$ cat config.mk
export PLATFORM = sky130hd
export DESIGN_NAME = alarm_bank
export DESIGN_NICKNAME = d
export VERILOG_FILES = /design/src/rtl/alarm_bank.sv
export SDC_FILE = /design/constraint.sdc
export NUM_CORES = 1
export LEC_CHECK = 0
export CAP_MARGIN = 25
export CORE_UTILIZATION = 53
export CTS_CLUSTER_DIAMETER = 200
export DETAILED_ROUTE_END_ITERATION = 10
export GPL_TIMING_DRIVEN = 0
export PLACE_DENSITY = 0.79
export SLEW_MARGIN = 20
export SYNTH_ARGS = -nofsm -noshare
export SYNTH_HDL_FRONTEND = slang
export SYNTH_SLANG_ARGS = --single-unit
$ cat constraint.sdc
create_clock -name clk -period 2.2 [get_ports clk]
set_input_delay 0.22 -clock clk [delete_from_list [all_inputs] [get_ports clk]]
set_output_delay 0.22 -clock clk [all_outputs]
set_load 0.02 [all_outputs]
$ cat src/rtl/alarm_bank.sv
// alarm_bank: multi-channel time-of-day alarm with ring, snooze and dismiss
module alarm_bank #(
    parameter int NUM_ALARMS  = 4,
    parameter int SEC_W       = 17,
    parameter int LEN_W       = 8,
    parameter int MUS_W       = 2,
    parameter int SNOOZE_SECS = 300,
    parameter int MAX_SNOOZE  = 3,
    localparam int IW = (NUM_ALARMS > 1) ? $clog2(NUM_ALARMS) : 1
) (
    input  logic                  clk,
    input  logic                  rst,
    input  logic                  sec_tick,
    input  logic [SEC_W-1:0]      cur_seconds,
    input  logic                  wr_en,
    input  logic [IW-1:0]         wr_idx,
    input  logic                  wr_arm,
    input  logic [SEC_W-1:0]      wr_time,
    input  logic [LEN_W-1:0]      wr_len,
    input  logic [MUS_W-1:0]      wr_music,
    output logic                  wr_err,
    input  logic                  dismiss,
    input  logic                  snooze,
    output logic [NUM_ALARMS-1:0] ring_mask,
    output logic [NUM_ALARMS-1:0] snooze_mask,
    output logic                  ring_any,
    output logic [IW-1:0]         ring_idx,
    output logic [MUS_W-1:0]      ring_music,
    output logic [NUM_ALARMS-1:0] armed_mask
);
    localparam int SW = (SNOOZE_SECS > 0) ? $clog2(SNOOZE_SECS + 1) : 1;
    localparam int CW = (MAX_SNOOZE > 0) ? $clog2(MAX_SNOOZE + 1) : 1;
    localparam int unsigned DAY = 86400;

    typedef enum logic [1:0] {IDLE, RING, SNZ} st_t;

    st_t              st_q    [NUM_ALARMS];
    st_t              st_d    [NUM_ALARMS];
    logic             arm_q   [NUM_ALARMS];
    logic             arm_d   [NUM_ALARMS];
    logic [SEC_W-1:0] tm_q    [NUM_ALARMS];
    logic [SEC_W-1:0] tm_d    [NUM_ALARMS];
    logic [LEN_W-1:0] len_q   [NUM_ALARMS];
    logic [LEN_W-1:0] len_d   [NUM_ALARMS];
    logic [MUS_W-1:0] mus_q   [NUM_ALARMS];
    logic [MUS_W-1:0] mus_d   [NUM_ALARMS];
    logic [LEN_W-1:0] rc_q    [NUM_ALARMS];
    logic [LEN_W-1:0] rc_d    [NUM_ALARMS];
    logic [SW-1:0]    sc_q    [NUM_ALARMS];
    logic [SW-1:0]    sc_d    [NUM_ALARMS];
    logic [CW-1:0]    cnt_q   [NUM_ALARMS];
    logic [CW-1:0]    cnt_d   [NUM_ALARMS];
    // set when a channel fires, held until the time of day moves off its trigger second
    logic             fired_q [NUM_ALARMS];
    logic             fired_d [NUM_ALARMS];

    logic [NUM_ALARMS-1:0] ring_mask_q, ring_mask_d;
    logic [NUM_ALARMS-1:0] snooze_mask_q, snooze_mask_d;
    logic [NUM_ALARMS-1:0] armed_mask_q, armed_mask_d;
    logic                  ring_any_q, ring_any_d;
    logic [IW-1:0]         ring_idx_q, ring_idx_d;
    logic [MUS_W-1:0]      ring_music_q, ring_music_d;
    logic                  wr_err_q, wr_err_d;
    logic                  wr_ok, day_ok;

    // per-channel next state: write beats dismiss beats snooze beats tick
    always_comb begin
        wr_ok    = wr_en && (32'(wr_time) < DAY);
        day_ok   = 32'(cur_seconds) < DAY;
        wr_err_d = wr_en && !wr_ok;
        for (int i = 0; i < NUM_ALARMS; i++) begin
            st_d[i]    = st_q[i];
            arm_d[i]   = arm_q[i];
            tm_d[i]    = tm_q[i];
            len_d[i]   = len_q[i];
            mus_d[i]   = mus_q[i];
            rc_d[i]    = rc_q[i];
            sc_d[i]    = sc_q[i];
            cnt_d[i]   = cnt_q[i];
            fired_d[i] = fired_q[i];
            if (sec_tick && cur_seconds != tm_q[i])
                fired_d[i] = 1'b0;
            if (st_q[i] == IDLE) begin
                if (sec_tick && day_ok && arm_q[i] && cur_seconds == tm_q[i] && !fired_q[i]) begin
                    st_d[i]    = RING;
                    rc_d[i]    = (len_q[i] == '0) ? LEN_W'(1) : len_q[i];
                    cnt_d[i]   = '0;
                    fired_d[i] = 1'b1;
                end
            end else if (dismiss) begin
                st_d[i] = IDLE;
            end else if (st_q[i] == RING) begin
                if (snooze) begin
                    if (cnt_q[i] < CW'(MAX_SNOOZE)) begin
                        st_d[i]  = SNZ;
                        sc_d[i]  = SW'(SNOOZE_SECS);
                        cnt_d[i] = cnt_q[i] + CW'(1);
                    end else begin
                        st_d[i] = IDLE;
                    end
                end else if (sec_tick) begin
                    rc_d[i] = rc_q[i] - LEN_W'(1);
                    st_d[i] = (rc_q[i] <= LEN_W'(1)) ? IDLE : RING;
                end
            end else if (sec_tick) begin
                sc_d[i] = sc_q[i] - SW'(1);
                if (sc_q[i] <= SW'(1)) begin
                    st_d[i] = RING;
                    rc_d[i] = (len_q[i] == '0) ? LEN_W'(1) : len_q[i];
                end
            end
            if (wr_ok && wr_idx == IW'(i)) begin
                arm_d[i]   = wr_arm;
                tm_d[i]    = wr_time;
                len_d[i]   = wr_len;
                mus_d[i]   = wr_music;
                st_d[i]    = IDLE;
                rc_d[i]    = '0;
                sc_d[i]    = '0;
                cnt_d[i]   = '0;
                fired_d[i] = 1'b0;
            end
            ring_mask_d[i]   = st_d[i] == RING;
            snooze_mask_d[i] = st_d[i] == SNZ;
            armed_mask_d[i]  = arm_d[i];
        end
        ring_any_d   = |ring_mask_d;
        ring_idx_d   = '0;
        ring_music_d = '0;
        for (int i = NUM_ALARMS - 1; i >= 0; i--) begin
            if (ring_mask_d[i]) begin
                ring_idx_d   = IW'(i);
                ring_music_d = mus_d[i];
            end
        end
    end

    // channel state and registered outputs
    always_ff @(posedge clk) begin
        if (rst) begin
            for (int i = 0; i < NUM_ALARMS; i++) begin
                st_q[i]    <= IDLE;
                arm_q[i]   <= 1'b0;
                tm_q[i]    <= '0;
                len_q[i]   <= '0;
                mus_q[i]   <= '0;
                rc_q[i]    <= '0;
                sc_q[i]    <= '0;
                cnt_q[i]   <= '0;
                fired_q[i] <= 1'b0;
            end
            ring_mask_q   <= '0;
            snooze_mask_q <= '0;
            armed_mask_q  <= '0;
            ring_any_q    <= 1'b0;
            ring_idx_q    <= '0;
            ring_music_q  <= '0;
            wr_err_q      <= 1'b0;
        end else begin
            for (int i = 0; i < NUM_ALARMS; i++) begin
                st_q[i]    <= st_d[i];
                arm_q[i]   <= arm_d[i];
                tm_q[i]    <= tm_d[i];
                len_q[i]   <= len_d[i];
                mus_q[i]   <= mus_d[i];
                rc_q[i]    <= rc_d[i];
                sc_q[i]    <= sc_d[i];
                cnt_q[i]   <= cnt_d[i];
                fired_q[i] <= fired_d[i];
            end
            ring_mask_q   <= ring_mask_d;
            snooze_mask_q <= snooze_mask_d;
            armed_mask_q  <= armed_mask_d;
            ring_any_q    <= ring_any_d;
            ring_idx_q    <= ring_idx_d;
            ring_music_q  <= ring_music_d;
            wr_err_q      <= wr_err_d;
        end
    end

    assign ring_mask   = ring_mask_q;
    assign snooze_mask = snooze_mask_q;
    assign armed_mask  = armed_mask_q;
    assign ring_any    = ring_any_q;
    assign ring_idx    = ring_idx_q;
    assign ring_music  = ring_music_q;
    assign wr_err      = wr_err_q;
endmodule

# == Word level (Yosys, flattened, before mapping) ==
# Memory sizes are Yosys's and may differ from the RTL's.
# Index checks and enable logic that the tools add are counted.
# totals
ff_bits,18
mem_bits_rw,200
input_bits,53
out_inout_bits,18
elab_cells,360
memories,9
# op_classes
addsub,12
magnitude_cmp,14
n_eq_ne,23
n_mux,218
bitwise,36
n_reduce_logical,40
# mem_list
name,depth,width,rd,rd_clocked_by_memory_dff,wr,line_no,source
tm_q,4,17,4,0,4,41,logic [SEC_W-1:0] tm_q [NUM_ALARMS];
sc_q,4,9,4,0,4,49,logic [SW-1:0] sc_q [NUM_ALARMS];
len_q,4,8,4,0,4,43,logic [LEN_W-1:0] len_q [NUM_ALARMS];
rc_q,4,8,4,0,4,47,logic [LEN_W-1:0] rc_q [NUM_ALARMS];
cnt_q,4,2,4,0,4,51,logic [CW-1:0] cnt_q [NUM_ALARMS];
mus_q,4,2,4,0,4,45,logic [MUS_W-1:0] mus_q [NUM_ALARMS];
+3 memories,n/a,n/a,n/a,n/a,n/a,n/a,
# ops
cell,n
$mux W8,52
$mux W9,32
$mux W2,90
$mux W17,8
$eq A17 B17 Y1,4
$ne A17 B17 Y1,4
$le A9 B1 Y1 const B,4
$mux W1,36
$or A1 B1 Y1,36
$sub A9 B1 Y9 const B,4
$lt A17 B17 Y1 const B,2
$le A8 B1 Y1 const B,4
$logic_not A8 Y1,4
$sub A8 B1 Y8 const B,4
$logic_and A1 B1 Y1,23
$eq A2 B1 Y1 const B,9
$eq A2 B2 Y1 const B,6
$logic_not A2 Y1,5
$add A2 B1 Y2 const B,4
$lt A2 B2 Y1 const B,4
$logic_not A1 Y1,5
$reduce_or A4 Y1,1
$reduce_or A3 Y1,1
$reduce_or A2 Y1,1

# == Logic depth before layout (Yosys ltp) ==
# Gate-level depths: netlist of the first run.
# An unclocked memory read counts as a cell.
# depth
word_depth,14
mapped_depth,10
mapped_depth_nobuf,9

# == Worst setup path after synthesis of the first run ==
# OpenSTA, ideal clock, no wires.
# synth_timing
kind,register to register
startpoint,mem rc_q[2][0]
endpoint,"reg ring_music_q[0], in the netlist ring_music[0]"
setup_time_ps,119
t_arrival_ps,2196
t_required_ps,2081
slack_ps,-115
path_stages_with_launch,10
path_buffers,0
period_less_slack_ps,2315
path_cell_list,dfxtp_1 -> inv_1 -> ha_1 -> or2_2 -> a311o_1 -> a221o_1 -> o31ai_1 -> nand3_1 -> a31oi_1 -> o2bb2ai_1
# synth_rtl
element,line_no,source
from (decl),47,
to (signal assigned),176,ring_music_q <= ring_music_d;
to (decl),62,"logic [MUS_W-1:0] ring_music_q, ring_music_d;"

==> impl_metrics.tcl, run 1 <==
set metrics [dict create \
    outcome "complete, but fails checks" \
    violations "negative setup slack" \
    antenna_found_initial 0 \
    rsz0062_at_grt "yes" \
    period_share_pct 107.6 \
    portBuffers 58 \
    first_global_vias 9400 \
    finalNetCount 1506 \
    vias 10050 \
    gr-usage-all-layers_pct 31.37 \
    drc 0 \
    finish.utilization_pct 67.94 \
    ant_nets 0 \
    ys_ff_latch 214 \
    critPathKind "reg2reg" \
    grt_max_degree 14 \
    layout.area.seq_um2 4303 \
    cts_buffer_depth 3 \
    r2r_start "tm_q[3][5]" \
    grt_pass1_wl_um 49020 \
    clk_latency_ps 530 \
    drive_above_1_share_pct 15.24 \
    cts_buffers 23 \
    synth_top_area_share_pct 41.66 \
    n_fill_cell 1495 \
    leakage_nw 4.635 \
    avgRoutedWirePerCell_um 18.58 \
    slew_violations 0 \
    htreeDepth 1 \
    dp_hpwl_um 21530 \
    start_util_pct 54.60 \
    dieHeight_um 141.3 \
    pwr_density_cell_nw_per_um2 670.2 \
    synth_seq_area_share_pct 41.66 \
    endpoint_kind "flop" \
    slew_headroom_pct 42.89 \
    die_area_um2 19960 \
    setup_ws_ps -167.0 \
    ys.flop_type "dfxtp_1" \
    cp-startpoint "tm_q[3][5]" \
    ir_drop_mv 0.6701 \
    coreArea_um2 18830 \
    maxCapViolCount 0 \
    clock_sinks 214 \
    fmax_mhz 422.5 \
    min_period_ps 2367 \
    synth_edf_count 0 \
    stdcell_area_um2 12790 \
    syn_nets 1393 \
    syn2layout_area_growth_pct 24.42 \
    antenna_cells 0 \
    drt_pass1_iterations 5 \
    fin_cells 1710 \
    worst_ep_arrival_time_ps 2790 \
    netlist-cell-type-count 70 \
    place_ws_ps -1132 \
    syn_avg_cell_area_um2 7.790 \
    cts-root-buf "clkbuf_16" \
    ys_top_cells_by_area "dfxtp_1 (42%), nand2_1 (12%), a21oi_1 (9.2%)" \
    drt-initial-drc-count 798 \
    hold_viol 0 \
    post_dp_cell_area_um2 11250 \
    cp-start-kind "flop" \
    ys_warn_count 0 \
    required_ps 2620 \
    place.gp.congestion 0.9254 \
    synthCells 1320 \
    critPathMaxFanout 6 \
    fin_worst_skew_ps 18.86 \
    viasPerCell 5.877 \
    routed_wl_um 31770 \
    setup-violations-final 14 \
    yosys.area.top_type "dfxtp_1" \
    hold_start "rst" \
    synthArstFlopShare_pct 0 \
    worstMarginPinSlew_ps 848.8 \
    fin_total_pwr_w 0.008575 \
    gr-total-overflow 0 \
    rows 50 \
    die_x_um 141.3 \
    pin_count 71 \
    hold_path_class "in2reg" \
    multi_input_area_um2 6068 \
    cts_tree "built" \
    synth_area_um2 10280 \
    cts_hold_buf 0 \
    clkTransAtPathRegs_ps 60 \
    placed_cells 1638 \
]
==> kinds of logic after synthesis <==
kind of cell | count (synthesis) | synth area share [%]
adder cells (fa/ha/maj) | 20 | 2.434
flip-flops | 214 | 41.66
multiplexers | 5 | 0.4989
AND/OR/NAND/NOR | 570 | 25.02
AO/OA/AOI/OAI | 308 | 17.83
buffers and inverters | 107 | 4.381
XOR/XNOR | 96 | 8.177
==> through the flow <==
step	hold slack, ps	setup TNS, ps
after floorplan	338.3	0
after global placement	438.7	-127260
after detailed placement	446.8	-132390
after CTS	71.26	-782.2
after global routing	126.7	-2065
final	94.30	-1397
==> area by class of cell <==
class / count / area share [%]
Buffer: 71 / 2.914
Clock buffer: 34 / 5.369
Clock inverter: 8 / 0.5868
Inverter: 29 / 0.8509
Multi-Input combinational cell: 1000 / 47.43
Sequential cell: 214 / 33.63
Tap cell: 260 / 2.543
Timing Repair Buffer: 94 / 6.670
==> layer usage <==
metal  wire length (µm)  GRT usage, %  up-vias
li1                   -             -     4755
met1              12810         40.92     4694
met2              14310         49.71      492
met3               2665         4.624      109
met4               1984         18.08        0
met5                  0             0        -
==> critical path, stage by stage, from the launching register on <==
cell,delay [ps]
dfxtp_1,320
xor2_1,190
nor3_1,450
nand3b_1,240
or4_4,520
nand2_4,120
nand4_1,120
a211oi_2,290
==> path summary, 6_finish.rpt <==
path / endpoint / slack (ps) / depth (start not counted)
max reg2reg: ring_idx[0] / -170 / 7
min reg2reg: mus_q[2][0] / 460 / 2
min: mus_q[0][0] / 90 / 2
max: ring_idx[0] / -170 / 7
==> state kept, by name (all words and copies together), names as in the netlist, 2 cells and up <==
signal / flops
armed_mask: 4
cnt_q: 8
fired_q: 4
len_q: 32
mus_q: 8
rc_q: 32
ring_idx: 2
ring_mask: 4
ring_music: 2
sc_q: 36
snooze_mask: 4
st_q: 8
tm_q: 68
==> synthesized netlist by cell type, types with 3 or more instances <==
cell type	instances
or3_1	8
a21oi_1	188
nor2_1	81
or2_2	6
inv_1	28
xnor2_1	35
nand4_1	7
dfxtp_1	214
nand3_1	24
nor2b_1	9
or4_1	3
o21ai_0	38
o221ai_1	4
nand2_1	317
a21o_1	8
a211oi_1	9
and2_1	4
o221a_2	5
nand2b_1	9
a32o_1	3
nand3b_1	7
mux2i_1	4
nor3b_1	6
buf_4	5
buf_2	12
clkbuf_1	58
nor3_1	35
nor4_1	29
o21bai_1	3
ha_1	20
o22ai_1	5
and3_1	11
xor2_1	61
o211ai_1	5
a31oi_1	9
==> repair_timing <==
action | in CTS | in global routing
setup endpoints to repair | 152 | 114
pin swaps | 28 | 38
buffers inserted | 19 | 15
gates cloned | 2 | 1
endpoints found under the hold margin | 0 | 0
gates resized for setup | 95 | 63
==> report_power, final <==
part | total, W | switching, W | internal, W
clock network | 0.00392 | 0.00164 | 0.00229
logic | 0.000681 | 0.000451 | 0.000230
registers | 0.00397 | 0.0000413 | 0.00393
total | 0.00857 | 0.00213 | 0.00645
==> cell usage in the layout, fill, tap and decap left out, types with 11 or more instances in the layout <==
master and n:
nor3_1 30, dfxtp_2 12, nor2_1 78, clkbuf_1 37
ha_1 19, xnor2_1 33, dfxtp_1 201, xor2_1 61
o21ai_0 28, nor4_1 17, clkdlybuf4s50_1 51, and3_1 11
nor4_2 11, nand2_1 313, a21oi_1 180, inv_1 27
nand3_1 18, buf_4 39, clkbuf_16 23, clkbuf_2 18
(Power assumes the default switching activity.)
==> run 2: changes to the inputs <==
ABC_CLOCK_PERIOD_IN_PS = 2200   (was unset)
==> results of run 2 <==
No change in the layout: final DEF, timing and power equal those of run 1.
==> run 3: changes to the inputs <==
CORE_MARGIN = 1.5   (was unset)
SETUP_SLACK_MARGIN = 0.5   (was unset)
==> run 3 against run 2 <==
  * The run still ends with negative setup slack left
  * Combinational power up 27%
  * Flip-flop and latch count unchanged
  * Utilization up 11 points
  * First-iteration DRC count up 120%
  * Via count up 18%
  * Clock skew up 3.1 ps
  * Clock power up 12%
  * Critical path type unchanged
  * Power up 7.4%
==> impl_metrics.tcl, run 3 (same netlist as run 1, synthesis figures left out) <==
set metrics [dict create \
    fin_worst_skew_ps 22.01 \
    crit_slowest_cell "a221o_1" \
    drive_above_1_share_pct 29.52 \
    power.switching_w 0.002279 \
    setup_ws_ps -270.5 \
    ant_nets 0 \
    clkTransAtPathRegs_ps 60 \
    clk_latency_ps 530 \
    dieHeight_um 142.3 \
    rsz0062_at_grt "yes" \
    fmax_mhz 404.8 \
    routed_wl_um 42990 \
    final.setup.tns_ps -2363 \
    cell_internal_pwr_w 0.006930 \
    clock_sinks 214 \
    required_ps 2590 \
    critPathMaxFanout 6 \
    grt_busiest_layer "met2" \
    dp_hpwl_um 22320 \
    reg_top3 "tm_q x68, sc_q x36" \
    endpoint_kind "flop" \
    slew_headroom_pct 34.74 \
    crit_path_end "ring_music[1]" \
    met3_usage_pct 4.980 \
    outcome "complete, but fails checks" \
    leakage_nw 5.465 \
    critPathMaxStageDelay_ps 460 \
    slew_violations 0 \
    r2r_start "sc_q[2][3]" \
    combinationalPowerShare_pct 9.4 \
    critPathKind "reg2reg" \
    drc 0 \
    p_clk_share_pct 47.5 \
    gr-usage-all-layers_pct 33.33 \
    post_dp_cell_area_um2 11640 \
    cts-root-buf "clkbuf_16" \
    period_share_pct 112.3 \
    hold_viol 0 \
    r2r_cells 7 \
    portBuffers 58 \
    die_x_um 142.3 \
    viasPerCell 6.598 \
    place.gp.congestion 0.9163 \
    fin_total_pwr_w 0.009209 \
    fin_cells 1800 \
    syn2layout_area_growth_pct 44.50 \
    rows 50 \
    grt_pass1_wl_um 52900 \
    first_global_vias 10190 \
    pwr-share-seq_pct 43.1 \
    pin_count 71 \
    maxCapViolCount 0 \
    min_period_ps 2470 \
    vias 11880 \
    placed_cells 1638 \
    reg2reg_slack_ps -270 \
    drt-initial-drc-count 1720 \
    pwr_density_cell_nw_per_um2 619.8 \
    htreeDepth 1 \
    worstMarginPinSlew_ps 979.0 \
    grt_max_degree 13 \
    drt_pass1_iterations 9 \
    gr-total-overflow 0 \
    cp-start-kind "flop" \
    worst_ep_arrival_time_ps 2860 \
    setup-violations-final 29 \
    avgRoutedWirePerCell_um 23.89 \
    layout_common_cells "nand2_1 (297), dfxtp_1 (187), a21oi_1 (152), buf_4 (72), nor2_1 (64)" \
    final_common_cell "nand2_1" \
    met2_usage_pct 55.74 \
    finalNetCount 1593 \
    ir_drop_mv 0.5165 \
    largest_reg_flops 68 \
    start_util_pct 54.42 \
    cts_tree "built" \
    cts_buffers 24 \
    coreArea_um2 18890 \
    cp_cell_sequence "nor4_4 -> o2111ai_2 -> a221o_1 -> o31ai_4 -> nand3_4 -> a31oi_1 -> o2bb2ai_2" \
    swShare_pct 24.75 \
    die_area_um2 20250 \
    cp-startpoint "sc_q[2][3]" \
    hold_path_class "in2reg" \
    cts_buffer_depth 3 \
    use_met1_pct 41.40 \
    violations "negative setup slack" \
    timing.rr.end "ring_music[1]" \
    top_register "tm_q" \
    stdcell_area_um2 14860 \
    antenna_found_initial 1 \
]
-- run 3: final cells by class --
class	count	area [µm²]
Clock buffer	40	762.0
Tap cell	260	325.3
Clock inverter	4	95.09
Fill cell	1104	4035
Multi-Input combinational cell	999	6864
Antenna cell	2	5.005
Inverter	29	111.4
Timing Repair Buffer	174	1702
Sequential cell	214	4333
Buffer	78	660.6
-- run 3: worst max-delay path: cells and delay by family (launching register included) --
kind / cells / cell delay (ps)
flops: 1 / 420
simple gates: 2 / 590
compound gates: 5 / 1320
-- run 3: metrics by stage --
| step | utilization (%) | setup WS (ps) | hold slack, ps |
|---|---|---|---|
| after floorplan | - | 23.21 | 338.3 |
| after global placement | 61.62 | -1083 | 442.6 |
| after detailed placement | 61.62 | -1079 | 457.2 |
| after CTS | 72.11 | -88.41 | 10.05 |
| after global routing | 78.62 | -375.9 | 14.16 |
| final | 78.64 | -270.5 | 1.167 |
-- run 3: worst min-delay path by stage --
stage,startpoint,cells after the start,end
2_1_floorplan,wr_time[16],2,wr_err
3_3_place_gp,mus_q[2][0],2,mus_q[2][0]
3_5_place_dp,cnt_q[3][0],1,cnt_q[3][0]
4_1_cts,wr_time[7],3,tm_q[0][7]
5_1_grt,wr_time[7],3,tm_q[0][7]
6_report,wr_time[11],3,tm_q[1][11]
-- run 3: timing repair --
item | 4_1_cts | 5_1_grt
pin swaps | 77 | 72
hold buffers | 1 | 4
resized for setup | 209 | 197
hold endpoints to repair | 1 | 5
setup endpoints to repair | 217 | 181
buffers inserted | 56 | 47
cloned | 4 | 4
-- run 3: power groups by stage --
stage	sequential [W]	clock [W]	combinational, W
2_1_floorplan	0.00404	0	0.000369
3_3_place_gp	0.00405	0	0.000648
3_5_place_dp	0.00405	0	0.000656
4_1_cts	0.00396	0.00430	0.000698
5_1_grt	0.00397	0.00451	0.000879
6_report	0.00397	0.00438	0.000863
-- run 3: per-layer routing --
layer | up-vias | part of all wire (%)
met5 | - | 0.088
met4 | 2 | 8.8
met3 | 380 | 12
met2 | 1078 | 45
met1 | 5475 | 34
li1 | 4941 | -
